[src/rtl/msk_key_loader_pkg.sv]
// Shared types and sizing helpers for the masked key loader.
package msk_key_loader_pkg;

    typedef enum logic [2:0] {
        IDLE,
        SEED,
        KEY,
        WAIT_RND,
        REFRESH,
        DONE
    } state_e;

    function automatic int key_words(input int d, input int nbits,
                                     input int size_feed);
        return (d * nbits) / size_feed;
    endfunction

    function automatic int cnt_width(input int seed_words,
                                     input int key_words_n);
        int m;
        m = (seed_words > key_words_n) ? seed_words : key_words_n;
        return $clog2(m) + 1;
    endfunction

endpackage

[src/rtl/msk_key_loader.sv]
// Streams PRNG seed then key-share words onto the key holder load bus,
// then issues a single refresh once the refresh PRNG is ready.
module msk_key_loader
    import msk_key_loader_pkg::*;
#(
    parameter int d          = 2,
    parameter int Nbits      = 128,
    parameter int SIZE_FEED  = 32,
    parameter int SEED_WORDS = 4
) (
    input  logic                 clk,
    input  logic                 pre_rst,
    input  logic                 start,
    input  logic [SIZE_FEED-1:0] in_data,
    input  logic                 in_valid,
    output logic                 in_ready,
    output logic [SIZE_FEED-1:0] data_in,
    output logic                 data_in_valid,
    output logic                 feed_prng_seed,
    output logic                 n_lock_for_seed,
    input  logic                 rnd_ready,
    output logic                 pre_pre_refresh,
    output logic                 busy,
    output logic                 done
);

    localparam int KEY_WORDS = key_words(d, Nbits, SIZE_FEED);
    localparam int CW        = cnt_width(SEED_WORDS, KEY_WORDS);
    localparam logic [CW-1:0] SEED_LAST = CW'(SEED_WORDS - 1);
    localparam logic [CW-1:0] KEY_LAST  = CW'(KEY_WORDS - 1);

    if (((d * Nbits) % SIZE_FEED) != 0) begin : g_bad_feed
        $error("d*Nbits must be a multiple of SIZE_FEED");
    end
    if (SEED_WORDS < 1) begin : g_bad_seed
        $error("SEED_WORDS must be at least 1");
    end

    state_e        state_q;
    state_e        state_d;
    logic [CW-1:0] cnt_q;
    logic          accept;

    assign in_ready        = (state_q == SEED) || (state_q == KEY);
    assign accept          = in_valid && in_ready;
    assign pre_pre_refresh = (state_q == REFRESH);
    assign done            = (state_q == DONE);
    assign busy            = (state_q != IDLE);

    always_comb begin
        state_d = state_q;
        unique case (state_q)
            IDLE:     if (start) state_d = SEED;
            SEED:     if (accept && cnt_q == SEED_LAST) state_d = KEY;
            KEY:      if (accept && cnt_q == KEY_LAST) state_d = WAIT_RND;
            WAIT_RND: if (rnd_ready) state_d = REFRESH;
            REFRESH:  state_d = DONE;
            DONE:     state_d = IDLE;
            default:  state_d = IDLE;
        endcase
    end

    // Seed lock stays closed until the last seed word has left the bus.
    always_ff @(posedge clk) begin
        if (pre_rst) begin
            state_q         <= IDLE;
            cnt_q           <= '0;
            data_in         <= '0;
            data_in_valid   <= 1'b0;
            feed_prng_seed  <= 1'b0;
            n_lock_for_seed <= 1'b1;
        end else begin
            state_q <= state_d;
            if (state_d != state_q) begin
                cnt_q <= '0;
            end else if (accept) begin
                cnt_q <= cnt_q + 1'b1;
            end
            if (accept) begin
                data_in <= in_data;
            end
            data_in_valid   <= accept;
            feed_prng_seed  <= accept && (state_q == SEED);
            n_lock_for_seed <= !((state_q == IDLE && start) ||
                                 (state_q == SEED));
        end
    end

endmodule
[config.mk]
export PLATFORM = sky130hd
export DESIGN_NAME = msk_key_loader
export DESIGN_NICKNAME = d
export VERILOG_FILES = /design/src/rtl/msk_key_loader_pkg.sv /design/src/rtl/msk_key_loader.sv
export SDC_FILE = /design/constraint.sdc
export NUM_CORES = 1
export LEC_CHECK = 0
export BUFFER_PORTS_ARGS = -buffer_cell sky130_fd_sc_hd__buf_2
export CORE_AREA = 4 4 68 70
export DETAILED_ROUTE_END_ITERATION = 6
export DIE_AREA = 0 0 72 74
export PLACE_DENSITY = 0.72
export RECOVER_POWER = 50
export SLEW_MARGIN = 0
export SYNTH_ARGS = -nofsm -noshare
export SYNTH_HDL_FRONTEND = slang
export SYNTH_SLANG_ARGS = --single-unit
[constraint.sdc]
create_clock -name clk -period 3.78 [get_ports clk]
set_input_delay 0.189 -clock clk [delete_from_list [all_inputs] [get_ports clk]]
set_output_delay 0.189 -clock clk [all_outputs]
set_load 0.01 [all_outputs]
==> results.toml <==
[run_status]
status = "finished clean"

[layout]
final_net_count = 308
antenna_cells = 0
area_growth_pct = 24.1
nFillCells = 407
fin_util_pct = 52.4
drive_above_1_share_pct = 19.2

[placed_design]
place_hpwl_mm = 2.54
portBuffers = 75
post-place-ws_ns = 1.99
gp_congestion = 0.792

[setup_path]
required_ns = 4.00
worstReg2RegStart = "state_q[0]$_SDFF_PP0_"
crit_path_start = "state_q[0]$_SDFF_PP0_"
regToRegSetupSlack_ns = 2.05
rr_endpoint = "data_in[30]$_SDFFE_PP0P_"
end_kind = "flop"
worstSetupStartpointType = "flop"
cp.arrival_ns = 1.95
path_class = "reg2reg"
reg2reg_depth = 4
path_max_fanout = 35

[power_and_ir_drop]
p_per_area_nw_per_um2 = 436
p_clk_share_pct = 38.1
p_leak_nw = 0.800
switching_power_uw = 214
p_sw_share_pct = 23.6
comb_power_share_pct = 10.2
p_seq_share_pct = 51.7
peakVddDrop_mv = 0.200
p_int_uw = 694
p_total_uw = 908

[clock_network]
cts_resized = 0
hold_buffers = 0
ctsLongestPathBuffers = 2
numCtsBuffers = 5
cts_num_sinks = 42
clkLatencyLatePin_ns = 0.29
path_clk_slew_ns = 0.08
cts_htree_levels = 2
cts_tree = "done"
postCtsSetupBuffers = 0
root_buffer = "clkbuf_8"

[routing]
routedWlPerCell_um = 11.6
first_iter_violations = 85
ant_nets = 0
vias = 1493
drt-total-wl_mm = 3.73
drt_first_pass_iters = 6
remaining_drc_errors = 0
vias_per_cell = 4.65

[global_routing]
grt_pass1_vias = 1379
grt_max_degree = 39
antenna_found_initial = 0
grt_first_pass_wirelength_mm = 6.10
grt_overflow = 0
gr-usage-all-layers_pct = 14.4

[yosys]
avgSynthCellArea_um2 = 8.35
syn_area_um2 = 1680
ys_seq_area_share_pct = 50.1
synth_cell_type_count = 34
ys_ff_latch = 42
synth_nets = 239
ys_warn_count = 0
syn_inst = 201

[timing]
hold_viol = 0
setup_ws_ns = 2.05
worst_slew_pin_slew_ns = 0.739
finClkSkew_ns = 0.00623
fin_crit_ns = 1.73
max_freq_mhz = 577
drv_slew = 0
rsz0062_at_grt = "no"
min_period_over_period_pct = 45.9
max-slew-margin-rel_pct = 50.6
tns_ns = 0
setup_viol = 0

[floorplan]
die_x_um = 72
core_region_area_um2 = 3970
ioPinCount = 76
dieHeight_um = 74
dieArea_um2 = 5330
rows = 23
initial_core_util_pct = 42.2

[min_path]
whs_endpoint = "data_in[6]$_SDFFE_PP0P_"
hold_class = "in2reg"
worstHoldStart = "in_data[6]"
hold_depth = 3

[job]
max_cap_violations = 0
-- cell usage in the layout (no fill, tap or decap), types with 2 or more instances in the layout --
master and instances:
xnor2_1 2, clkbuf_8 5, nor2_1 8, and3_1 2, a21oi_1 34, inv_1 3
clkbuf_1 37, dfxtp_1 42, nand3_1 3, nor3b_1 2, xor2_1 2, nand2b_1 2
nand2_1 69, buf_2 39
-- through the flow --
step | hold slack, ns | cell area [um^2] | std cells
6_report | 0.127 | 2080 | 321
5_1_grt | 0.122 | 2080 | 321
3_3_place_gp | 0.431 | 2020 | 313
3_5_place_dp | 0.436 | 2020 | 313
2_1_floorplan | 0.325 | 1680 | 201
4_1_cts | 0.112 | 2130 | 321
-- kinds of logic (layout without fill, tap and decap cells) --
group | Yosys count | after routing | share of synthesized area [%]
buf+inv | 16 | 86 | 6.11
simple gates | 96 | 96 | 25.3
compound gates | 41 | 41 | 14.2
xor+xnor | 5 | 5 | 3.51
flops | 42 | 42 | 50.1
fa+ha+maj | 1 | 1 | 0.746
-- Yosys cell counts --
master     count  area [um^2]
nand2_1       69          259
o32a_1         1         10.0
nand2b_1       2         12.5
nand2_2        1         6.26
and3_1         2         12.5
xnor2_2        1         16.3
nand4bb_1      1         11.3
a21oi_1       34          170
nor2b_1        1         6.26
nor3_1         1         5.00
nor4b_1        1         8.76
clkbuf_1       4         15.0
buf_6          5         56.3
xnor2_1        2         17.5
a2111oi_2      1         15.0
xor2_2         1         16.3
or3_1          1         6.26
a22oi_1        1         7.51
o21a_1         1         7.51
dfxtp_1       42          841
inv_1          3         11.3
o2111ai_1      1         8.76
nand3_1        3         15.0
or2_2          1         6.26
buf_2          4         20.0
nor2_1         8         30.0
nor4bb_1       1         10.0
nor3b_1        2         15.0
xor2_1         1         8.76
ha_1           1         12.5
a211oi_1       1         7.51
a22oi_2        1         12.5
and3b_1        1         8.76
nor2_4         1         11.3
-- worst max-delay path by stage --
stage	to	cells after the start
finish	data_in[30]$_SDFFE_PP0P_	4
global route	data_in[10]$_SDFFE_PP0P_	4
CTS	data_in[30]$_SDFFE_PP0P_	4
detailed placement	data_in[30]$_SDFFE_PP0P_	4
global placement	cnt_q[0]$_SDFFE_PP0P_	4
floorplan	cnt_q[0]$_SDFFE_PP0P_	5
-- flip-flops by register name (all words and copies together), names as in the netlist --
name	cells
cnt_q	4
data_in_valid	1
n_lock_for_seed	1
data_in	32
feed_prng_seed	1
state_q	3
-- layer usage --
layer  track usage (%)  vias up  part of all wire [%]
met4              5.01        0                   1.3
met2              24.3       56                    45
li1                  -      796                     -
met3              5.27        6                    10
met5                 0        -                     0
met1              17.0      635                    43
-- critical path, stage by stage (launching register included) --
cell	delay [ns]
dfxtp_1	0.58
xnor2_2	0.17
nor2_4	0.62
nand2_1	0.13
a21oi_1	0.16
-- cell type report --
cell class                 count  area (um^2)  area share (%)
clock inverter                 2         37.5            1.80
timing repair buffer          75          330            15.9
sequential                    42          841            40.4
clock buffer                   6         72.6            3.49
inverter                       3         11.3           0.541
tap                           50         62.6            3.00
multi-input combinational    143          727            34.9
-- power by group through the flow --
stage	registers, mW	logic [mW]	clock network (mW)
6_report	0.470	0.0928	0.346
5_1_grt	0.472	0.105	0.375
4_1_cts	0.470	0.0992	0.361
3_5_place_dp	0.480	0.0989	0
3_3_place_gp	0.480	0.0985	0
2_1_floorplan	0.485	0.0548	0
Power figures use the tool's default switching activity.
